===== src/rtl/tube_pkg.sv =====
// Shared constants for seven-segment tube display blocks: glyph codes,
// scheduler state encoding and bank geometry.
package tube_pkg;

  localparam int DIGITS = 8;

  typedef logic [3:0] nibble_t;

  // Segment order {a,b,c,d,e,f,g,dp}, active-high, dp never lit
  localparam logic [7:0] SEG_0     = 8'hFC;
  localparam logic [7:0] SEG_1     = 8'h60;
  localparam logic [7:0] SEG_2     = 8'hDA;
  localparam logic [7:0] SEG_3     = 8'hF2;
  localparam logic [7:0] SEG_4     = 8'h66;
  localparam logic [7:0] SEG_5     = 8'hB6;
  localparam logic [7:0] SEG_6     = 8'hBE;
  localparam logic [7:0] SEG_7     = 8'hE0;
  localparam logic [7:0] SEG_8     = 8'hFE;
  localparam logic [7:0] SEG_9     = 8'hF6;
  localparam logic [7:0] SEG_A     = 8'hEE;
  localparam logic [7:0] SEG_B     = 8'h3E;
  localparam logic [7:0] SEG_C     = 8'h9C;
  localparam logic [7:0] SEG_D     = 8'h7A;
  localparam logic [7:0] SEG_E     = 8'h9E;
  localparam logic [7:0] SEG_BLANK = 8'h00;

  localparam logic [1:0] ST_BLANK        = 2'd0;
  localparam logic [1:0] ST_SHOW_MILEAGE = 2'd1;
  localparam logic [1:0] ST_SHOW_MSG     = 2'd2;

endpackage


===== src/rtl/tube_display_scheduler_if.sv =====
// Requester-side and tube-pin signals of the display scheduler; master is the
// requester/board side, slave is the scheduler.
interface tube_display_scheduler_if;
  import tube_pkg::*;

  logic                  mileage_en;
  logic [4*DIGITS-1:0]   mileage_bcd;
  logic                  msg_req;
  logic [4*DIGITS-1:0]   msg_data;
  logic                  msg_ack;
  logic                  msg_active;
  logic [DIGITS-1:0]     tube_sel;
  logic [7:0]            tube_seg;

  modport master (
    output mileage_en, mileage_bcd, msg_req, msg_data,
    input  msg_ack, msg_active, tube_sel, tube_seg
  );

  modport slave (
    input  mileage_en, mileage_bcd, msg_req, msg_data,
    output msg_ack, msg_active, tube_sel, tube_seg
  );

endinterface


===== src/rtl/tube_seg_decoder.sv =====
// Combinational nibble -> seven-segment code; 0xF is the blank glyph.
module tube_seg_decoder
  import tube_pkg::*;
(
  input  nibble_t    nibble,
  output logic [7:0] seg
);

  always_comb begin
    seg = SEG_BLANK;
    case (nibble)
      4'h0: seg = SEG_0;
      4'h1: seg = SEG_1;
      4'h2: seg = SEG_2;
      4'h3: seg = SEG_3;
      4'h4: seg = SEG_4;
      4'h5: seg = SEG_5;
      4'h6: seg = SEG_6;
      4'h7: seg = SEG_7;
      4'h8: seg = SEG_8;
      4'h9: seg = SEG_9;
      4'hA: seg = SEG_A;
      4'hB: seg = SEG_B;
      4'hC: seg = SEG_C;
      4'hD: seg = SEG_D;
      4'hE: seg = SEG_E;
      default: seg = SEG_BLANK;
    endcase
  end

endmodule


===== src/rtl/tube_display_scheduler.sv =====
// Scans the 8-digit tube bank and arbitrates it between mileage and messages.
//   state           | meaning
//   ST_BLANK        | nobody owns the display, frames load all-blank
//   ST_SHOW_MILEAGE | frames load mileage_bcd with leading-zero suppression
//   ST_SHOW_MSG     | frames load the message latch until the hold expires
module tube_display_scheduler
  import tube_pkg::*;
#(
  parameter int SCAN_DIV   = 100000,
  parameter int HOLD_TICKS = 2000
) (
  input logic                     clk,
  input logic                     rst,
  tube_display_scheduler_if.slave bus
);

  localparam int PRE_W  = (SCAN_DIV > 2) ? $clog2(SCAN_DIV) : 1;
  localparam int HOLD_W = $clog2(HOLD_TICKS + 1);

  logic [PRE_W-1:0]    pre;
  logic [2:0]          idx;
  logic [2:0]          idx_nxt;
  logic [1:0]          state;
  logic [HOLD_W-1:0]   hold;
  logic [4*DIGITS-1:0] frame;
  logic [4*DIGITS-1:0] frame_nxt;
  logic [4*DIGITS-1:0] msg_latch;
  logic [4*DIGITS-1:0] mileage_sup;
  logic                tick;
  logic                boundary;
  logic                accept;
  logic                lead;
  nibble_t             nib_nxt;
  logic [7:0]          seg_nxt;

  assign tick     = (pre == PRE_W'(SCAN_DIV - 1));
  assign boundary = tick && (idx == 3'd7);
  assign idx_nxt  = idx + 3'd1;
  assign accept   = bus.msg_req && !bus.msg_ack;

  assign bus.msg_active = (state == ST_SHOW_MSG);

  // Blank zeros from the top down until the first significant digit
  always_comb begin
    mileage_sup = bus.mileage_bcd;
    lead        = 1'b1;
    for (int i = DIGITS - 1; i >= 1; i--) begin
      if (lead && (bus.mileage_bcd[4*i +: 4] == 4'h0))
        mileage_sup[4*i +: 4] = 4'hF;
      else
        lead = 1'b0;
    end
  end

  always_comb begin
    frame_nxt = frame;
    if (boundary) begin
      case (state)
        ST_SHOW_MSG:     frame_nxt = msg_latch;
        ST_SHOW_MILEAGE: frame_nxt = mileage_sup;
        default:         frame_nxt = '1;
      endcase
    end
  end

  // The output register samples the frame as it will be after this edge,
  // so digit 0 of a freshly loaded frame shows without a one-tick lag.
  assign nib_nxt = frame_nxt[4*idx_nxt +: 4];

  tube_seg_decoder u_decoder (
    .nibble (nib_nxt),
    .seg    (seg_nxt)
  );

  always_ff @(posedge clk or posedge rst) begin
    if (rst) begin
      pre          <= '0;
      idx          <= '0;
      hold         <= '0;
      frame        <= '1;
      msg_latch    <= '0;
      state        <= ST_BLANK;
      bus.msg_ack  <= 1'b0;
      bus.tube_sel <= '0;
      bus.tube_seg <= '0;
    end else begin
      pre         <= tick ? '0 : pre + PRE_W'(1);
      frame       <= frame_nxt;
      bus.msg_ack <= accept;
      if (tick) begin
        idx          <= idx_nxt;
        bus.tube_sel <= DIGITS'(1) << idx_nxt;
        bus.tube_seg <= seg_nxt;
      end
      if (accept) begin
        msg_latch <= bus.msg_data;
        hold      <= HOLD_W'(HOLD_TICKS);
        state     <= ST_SHOW_MSG;
      end else begin
        case (state)
          ST_BLANK:
            if (bus.mileage_en) state <= ST_SHOW_MILEAGE;
          ST_SHOW_MILEAGE:
            if (!bus.mileage_en) state <= ST_BLANK;
          ST_SHOW_MSG:
            if (tick) begin
              hold <= hold - HOLD_W'(1);
              if (hold == HOLD_W'(1))
                state <= bus.mileage_en ? ST_SHOW_MILEAGE : ST_BLANK;
            end
          default:
            state <= ST_BLANK;
        endcase
      end
    end
  end

endmodule


===== src/flat_wrapper.sv =====
// flat-port wrapper written by rule: the top's interface ports become plain ports
module tube_display_scheduler_flat import tube_pkg::*;
#(
  parameter int SCAN_DIV   = 100000,
  parameter int HOLD_TICKS = 2000
)
  (clk, rst, bus_mileage_en, bus_mileage_bcd, bus_msg_req, bus_msg_data, bus_msg_ack, bus_msg_active, bus_tube_sel, bus_tube_seg);
  tube_display_scheduler_if bus_i ();
  input logic clk;
  input logic rst;
  input wire logic [$bits(bus_i.mileage_en)-1:0] bus_mileage_en;
  input wire logic [$bits(bus_i.mileage_bcd)-1:0] bus_mileage_bcd;
  input wire logic [$bits(bus_i.msg_req)-1:0] bus_msg_req;
  input wire logic [$bits(bus_i.msg_data)-1:0] bus_msg_data;
  output wire logic [$bits(bus_i.msg_ack)-1:0] bus_msg_ack;
  output wire logic [$bits(bus_i.msg_active)-1:0] bus_msg_active;
  output wire logic [$bits(bus_i.tube_sel)-1:0] bus_tube_sel;
  output wire logic [$bits(bus_i.tube_seg)-1:0] bus_tube_seg;
  assign bus_i.mileage_en = bus_mileage_en;
  assign bus_i.mileage_bcd = bus_mileage_bcd;
  assign bus_i.msg_req = bus_msg_req;
  assign bus_i.msg_data = bus_msg_data;
  assign bus_msg_ack = bus_i.msg_ack;
  assign bus_msg_active = bus_i.msg_active;
  assign bus_tube_sel = bus_i.tube_sel;
  assign bus_tube_seg = bus_i.tube_seg;
  tube_display_scheduler #(.SCAN_DIV(SCAN_DIV), .HOLD_TICKS(HOLD_TICKS)) u_core (.clk(clk), .rst(rst), .bus(bus_i));
endmodule

===== config.mk =====
export PLATFORM = sky130hd
export DESIGN_NAME = tube_display_scheduler_flat
export DESIGN_NICKNAME = d
export VERILOG_FILES = /design/src/rtl/tube_pkg.sv /design/src/rtl/tube_display_scheduler_if.sv /design/src/rtl/tube_seg_decoder.sv /design/src/rtl/tube_display_scheduler.sv /design/src/flat_wrapper.sv
export SDC_FILE = /design/constraint.sdc
export NUM_CORES = 1
export LEC_CHECK = 0
export CAP_MARGIN = 15
export CORE_ASPECT_RATIO = 1.5
export CORE_MARGIN = 10
export CORE_UTILIZATION = 50
export DETAILED_ROUTE_END_ITERATION = 12
export GPL_TIMING_DRIVEN = 0
export PLACE_DENSITY = 0.83
export RECOVER_POWER = 50
export SLEW_MARGIN = 30
export SYNTH_ARGS = -nofsm -noshare
export SYNTH_HDL_FRONTEND = slang
export SYNTH_SLANG_ARGS = --single-unit

===== constraint.sdc =====
create_clock -name clk -period 4.7 [get_ports clk]
set_clock_uncertainty 0.1 [all_clocks]
set_input_delay 1.175 -clock clk [delete_from_list [all_inputs] [get_ports clk]]
set_output_delay 1.175 -clock clk [all_outputs]
set_load 0.03 [all_outputs]

==> impl_metrics.env, run 1 <==
export IMPL_yosys_most_used_dff="dfrtp_1"
export IMPL_drc=0
export IMPL_synth_area_top_cells="dfrtp_1 33%, dfstp_2 14%, nand2_1 9.3%"
export IMPL_dpl_instance_area_um2=7180
export IMPL_cpMaxStageDelayCell="or4_4"
export IMPL_numCtsBuffers=17
export IMPL_yosysSeqAreaShare_pct=46.9
export IMPL_synth_seq_cells=113
export IMPL_pwr_share_comb_pct=20.1
export IMPL_min_from="u_core.bus.tube_sel[1]"
export IMPL_maxCapViolCount=1
export IMPL_clk_path_buf_depth=2
export IMPL_endpoint_kind="flop"
export IMPL_yosysMostFrequentCell="nand2_1"
export IMPL_cpPeakStageDelay_ps=590
export IMPL_dr_pass1_iters=5
export IMPL_fin_setup_tns_ps=0
export IMPL_synth_compound_area_share_pct=17.1
export IMPL_status="complete, but fails checks"
export IMPL_cts_root_buf="clkbuf_16"
export IMPL_drt_initial_drc_count=582
export IMPL_synthesis_nets=743
export IMPL_synth_top_area_share_pct=33.2
export IMPL_fillCellCount=985
export IMPL_io_pins=86
export IMPL_worstSetupPathType="in2reg"
export IMPL_layout_drive_gt1_share_pct=12.7
export IMPL_gr_total_overflow=0
export IMPL_yosysWarningCount=0
export IMPL_critPathBufInv=5
export IMPL_cts_htree_levels=4
export IMPL_die_h_um=155
export IMPL_leakage_uw=0.00329
export IMPL_cp_cell_sequence="clkdlybuf4s50_1, or4_4, nor4_4, buf_4, buf_6, a211oi_2, o41ai_2, a211oi_1, or3_1, buf_2, inv_2, ha_1, and4_4, a2111oi_0, or3b_1"
export IMPL_stdcell_area_um2=7780
export IMPL_num_vias=5705
export IMPL_pwr_share_seq_pct=35.7
export IMPL_r2r_start="u_core.state[1]"
export IMPL_numPortBuffers=84
export IMPL_ant_nets=0
export IMPL_async_flop_share_pct=100
export IMPL_cp_startpoint="bus_mileage_bcd[21]"
export IMPL_die_w_um=110
export IMPL_crit_family="simple AND/OR/NAND/NOR gates"
export IMPL_path_clk_slew_ps=50
export IMPL_worstSkewPairLatency_ps=420
export IMPL_synthToLayoutAreaGrowth_pct=27.3
export IMPL_wirelength_um=18900
export IMPL_peakVddDrop_mv=0.295
export IMPL_hold_viol_final=0
export IMPL_p_int_uw=2080
export IMPL_die_area_um2=17100
export IMPL_synth_mux_area_fraction_pct=1.90
export IMPL_fin_crit_sh_pct=98.9
export IMPL_setup_viol=0
export IMPL_synth_area_leader_cell="dfrtp_1"
export IMPL_synth_fa_ha_area_share_pct=3.89
export IMPL_critPathRequiredTime_ps=4890
export IMPL_grt_pass1_vias=5925
export IMPL_start_kind="primary input"
export IMPL_fin_util_pct=64.8
export IMPL_drt_vias_per_instance=6.15
export IMPL_coreArea_um2=12000
export IMPL_yosys_top_cells_count="151 x nand2_1, 81 x dfrtp_1, 42 x nor2_1"
export IMPL_power_density_nw_per_um2=378
export IMPL_worst_pin_slew_ps=2220
export IMPL_gp_congestion=0.937
export IMPL_fin_crit_ps=4650
export IMPL_rows=49
export IMPL_arrival_ps=4840
export IMPL_p_sw_share_pct=29.4
export IMPL_n_antenna_cell=0
export IMPL_stdcell_count=927
export IMPL_grt_pass1_wl_um=30200
export IMPL_start_util_pct=50.9
export IMPL_cp_max_fo=10
export IMPL_antenna_found_initial=0
export IMPL_wire_per_inst_um=20.4
export IMPL_hold_path_class="reg2reg"
export IMPL_grt_max_degree=64
export IMPL_switchingPower_uw=863
export IMPL_fin_nets=848
export IMPL_avgSynthCellArea_um2=9.32
export IMPL_post_dp_hpwl_um=13900
export IMPL_syn_area_um2=6110
export IMPL_grt_usage_pct=22.4
export IMPL_cts_sinks=113
export IMPL_violations="capacitance limit, slew limit"
export IMPL_rsz0062_at_grt="no"
export IMPL_timing_fmax_mhz=215
export IMPL_relSlewSlack_pct=-49.0
export IMPL_synthSimpleGateAreaFrac_pct=22.9
export IMPL_pwr_share_clk_pct=44.1
export IMPL_synth_top_family_by_area="simple AND/OR/NAND/NOR gates"
export IMPL_netlist_instances=656
export IMPL_synth_edf_count=0
export IMPL_tritoncts="yes"
export IMPL_synth_distinct_cells=73
export IMPL_slew_violations=52
export IMPL_synthXorXnorAreaFrac_pct=3.44
export IMPL_placed_cells=894
[worst register-to-register path, delay by kind of cell, from the launching register on]
family,cells,cell delay [ps]
buffers and inverters,6,1920
AOI/OAI and AO/OA,5,1050
and+or+nand+nor,2,500
DFF,1,400
adders and majority gates,2,380
[power groups by stage]
stage                     clock (uW)  sequential [uW]  combinational (uW)
after detailed placement           0             1060                 564
after global placement             0             1060                 551
after CTS                       1300             1050                 577
after floorplan                    0             1050                 349
after global routing            1350             1050                 630
final                           1300             1050                 592
[flip-flops by register name (all words and copies together) (netlist names)]
register / flops
u_core.state: 2
u_core.bus.tube_seg: 7
u_core.frame: 32
u_core.msg_latch: 32
u_core.bus.tube_sel: 8
u_core.bus.msg_ack: 1
u_core.hold: 11
u_core.idx: 3
u_core.pre: 17
[cell type report]
type                       count  area [um^2]  share of cell area [%]
clock inverter                11          138                    1.77
multi-input combinational    486         3050                    39.1
buffer                        39          168                    2.15
tap                          153          191                    2.46
timing repair buffer          86          853                    11.0
sequential                   113         2870                    36.8
clock buffer                  21          450                    5.79
inverter                      18         68.8                   0.884
[layer usage]
layer,routed length [um],GRT usage (%)
met4,766,11.4
met1,6980,23.8
met5,0,0
met2,10000,39.2
met3,1150,5.50
[path summary, 6_finish.rpt]
path	endpoint	cells after the start	slack, ps
worst max-delay path	u_core.bus.tube_seg[7]	15	50
worst min-delay path	u_core.bus.tube_sel[1]	2	360
worst max register to register	u_core.bus.tube_seg[7]	15	210
worst min register to register	u_core.bus.tube_sel[1]	2	360
max in group asynchronous	u_core.idx[0]	3	590
min in group asynchronous	u_core.pre[8]	2	1710
[metrics by stage]
step	hold WS (ps)	setup slack (ps)	power (uW)
CTS	368	21.0	2930
finish	364	53.1	2940
floorplan	345	491	1400
global route	376	8.81	3030
global placement	355	-1040	1610
detailed placement	356	-503	1630
[cells in the final DEF, fill, tap and decap left out, types with 15 or more instances in the layout]
| cell type | count |
|---|---|
| xnor2_1 | 15 |
| dfstp_2 | 32 |
| nand2_1 | 151 |
| ha_1 | 18 |
| nand3_1 | 22 |
| nor2_1 | 42 |
| dfrtp_1 | 81 |
| inv_1 | 15 |
| clkbuf_16 | 17 |
| clkbuf_1 | 29 |
| a21oi_1 | 23 |
| clkdlybuf4s50_1 | 83 |
[kinds of logic after synthesis]
family | after synthesis
AOI/OAI and AO/OA | 138
xor gates and xnor gates | 24
adders and majority gates | 19
buffers and inverters | 57
DFF | 113
muxes | 10
other | 1
and+or+nand+nor | 294
[repair_timing]
action	CTS	global route
pin swaps	1	0
hold buffers	0	0
buffers inserted	1	0
setup endpoints to repair	1	6
gates resized for setup	1	10
Power figures use the tool's default switching activity.
==> run 2, diff against run 1 <==
--- a/config.mk
+++ b/config.mk
@@ -11,7 +11,7 @@
 export CORE_UTILIZATION = 50
 export DETAILED_ROUTE_END_ITERATION = 12
 export GPL_TIMING_DRIVEN = 0
-export PLACE_DENSITY = 0.83
+export PLACE_DENSITY = 0.74
 export RECOVER_POWER = 50
 export SLEW_MARGIN = 30
 export SYNTH_ARGS = -nofsm -noshare
==> run 2 against run 1 <==
Compared with the run above: the flow still finishes with violations (capacitance limit, slew limit); register-to-register slack improved by 130 ps; worst hold slack got worse by 4.4 ps; core utilization rose by 0.30 points; die area did not move; clock power barely moved; critical path type unchanged; sequential cell count did not move; combinational power fell by 2%; fmax rose by 1.3%; global-route usage fell by 0.10 points.
==> impl_metrics.env, run 2 (synthesis gave the netlist of run 1 again) <==
export IMPL_critPathRequiredTime_ps=4880
export IMPL_wirelength_um=18700
export IMPL_cts_root_buf="clkbuf_16"
export IMPL_fin_ws_ps=112
export IMPL_path_clk_slew_ps=50
export IMPL_status="complete, but fails checks"
export IMPL_drc=0
export IMPL_drt_initial_drc_count=430
export IMPL_worst_pin_slew_ps=1940
export IMPL_die_w_um=110
export IMPL_cts_sinks=113
export IMPL_grt_max_degree=87
export IMPL_layout_commonest_cell="nand2_1"
export IMPL_numCtsBuffers=17
export IMPL_fin_crit_ps=4590
export IMPL_dpl_worst_slack_ps=-408
export IMPL_cts_htree_levels=4
export IMPL_antenna_found_initial=0
export IMPL_worstSkewPairLatency_ps=410
export IMPL_fillCellCount=1032
export IMPL_grt_usage_pct=22.3
export IMPL_rows=49
export IMPL_gr_total_overflow=0
export IMPL_stdcell_area_um2=7820
export IMPL_die_h_um=155
export IMPL_start_kind="primary input"
export IMPL_dpl_instance_area_um2=7180
export IMPL_clk_path_buf_depth=2
export IMPL_coreArea_um2=12000
export IMPL_setup_viol=0
export IMPL_hold_path_class="reg2reg"
export IMPL_relSlewSlack_pct=-29.6
export IMPL_num_vias=5615
export IMPL_leakage_uw=0.00331
export IMPL_io_pins=86
export IMPL_gp_congestion=0.927
export IMPL_dr_pass1_iters=5
export IMPL_tritoncts="yes"
export IMPL_drt_vias_per_instance=6.04
export IMPL_violations="capacitance limit, slew limit"
export IMPL_numPortBuffers=84
export IMPL_grt_pass1_wl_um=30100
export IMPL_n_antenna_cell=0
export IMPL_start_util_pct=50.9
export IMPL_slew_violations=87
export IMPL_power_density_nw_per_um2=377
export IMPL_post_dp_hpwl_um=14100
export IMPL_reg_top3="u_core.frame (32), u_core.msg_latch (32), u_core.pre (17)"
export IMPL_die_area_um2=17100
export IMPL_ant_nets=0
export IMPL_fin_crit_sh_pct=97.6
export IMPL_grt_pass1_vias=5875
export IMPL_maxCapViolCount=1
export IMPL_arrival_ps=4770
export IMPL_hold_viol_final=0
export IMPL_layout_drive_gt1_share_pct=12.9
export IMPL_peakVddDrop_mv=0.257
export IMPL_endpoint_kind="flop"
export IMPL_fin_nets=851
export IMPL_timing_fmax_mhz=218
export IMPL_synthToLayoutAreaGrowth_pct=27.9
export IMPL_worstSetupPathType="in2reg"
export IMPL_mostFrequentLayoutCells="151 x nand2_1, 82 x clkdlybuf4s50_1, 81 x dfrtp_1, 42 x nor2_1, 32 x dfstp_2"
export IMPL_cp_max_fo=10
export IMPL_wire_per_inst_um=20.2
run 2: changes by cell type in the layout (fill, tap and decap cells not counted), moves of 2 or more:
| cell | previous run | this run |
|---|---|---|
| clkbuf_8 | 1 | 4 |
| clkinv_2 | 5 | 3 |
| buf_4 | 3 | 7 |
| clkinvlp_4 | 3 | 0 |
| clkbuf_1 | 29 | 31 |
run 2: critical path, cell delays in order:
cell	delay, ps
clkdlybuf4s50_1	450
or4_4	550
nor4_4	280
buf_4	190
buf_6	150
a211oi_2	100
o41ai_2	330
a211oi_1	80
or3_1	390
buf_4	180
inv_2	80
ha_1	160
and4_4	230
a2111oi_0	70
or3b_1	360
run 2: what timing repair did:
item                                    CTS  global route
endpoints found under the setup margin    1             6
hold buffers                              0             0
cloned                                    0             0
resized for setup                         0            13
pin swaps                                 1             1
hold endpoints to repair                  0             0
setup buffers                             2             2
run 2: layout make-up:
cell class / count / area [um^2] / area share, %
multi-input cells: 486 / 3040 / 38.9
flip-flops and latches: 113 / 2870 / 36.7
repair buffers: 89 / 878 / 11.2
clock buffers: 25 / 495 / 6.34
well taps: 153 / 191 / 2.45
plain buffers: 39 / 169 / 2.16
clock inverters: 6 / 105 / 1.34
inverters: 18 / 68.8 / 0.880
run 2: through the flow:
step	hold slack, ps	setup TNS [ps]	instances	total power [uW]	utilization [%]
after global placement	351	-91350	893	1610	59.5
after CTS	367	0	927	2950	64.9
final	359	0	929	2950	65.1
after global routing	385	-4.27	929	3050	65.1
after floorplan	345	0	656	1400	-
after detailed placement	355	-1460	894	1620	59.8
run 2: per-layer routing:
layer  routed length [um]  up-vias  global-route usage, %
met5                    0        -                      0
met4                  915        0                   13.0
met3                  873       82                   4.14
met2                10000      233                   39.0
met1                 6950     2722                   23.9
li1                     -     2578                      -
run 2: final timing paths:
kind                                   startpoint                endpoint  slack, ps  cells after the start
max                           bus_mileage_bcd[20]  u_core.bus.tube_seg[7]        110                     15
min                        u_core.bus.tube_sel[5]  u_core.bus.tube_sel[5]        360                      2
max reg2reg                         u_core.idx[0]  u_core.bus.tube_seg[7]        340                     15
min reg2reg                u_core.bus.tube_sel[5]  u_core.bus.tube_sel[5]        360                      2
max in group asynchronous                     rst    u_core.msg_latch[15]        700                      3
min in group asynchronous                     rst           u_core.pre[8]       1360                      2
run 2: where the power goes:
| part | switching (uW) | internal, uW | total [uW] |
|---|---|---|---|
| sequential | 31.1 | 1020 | 1050 |
| combinational | 364 | 214 | 578 |
| clock | 435 | 884 | 1320 |
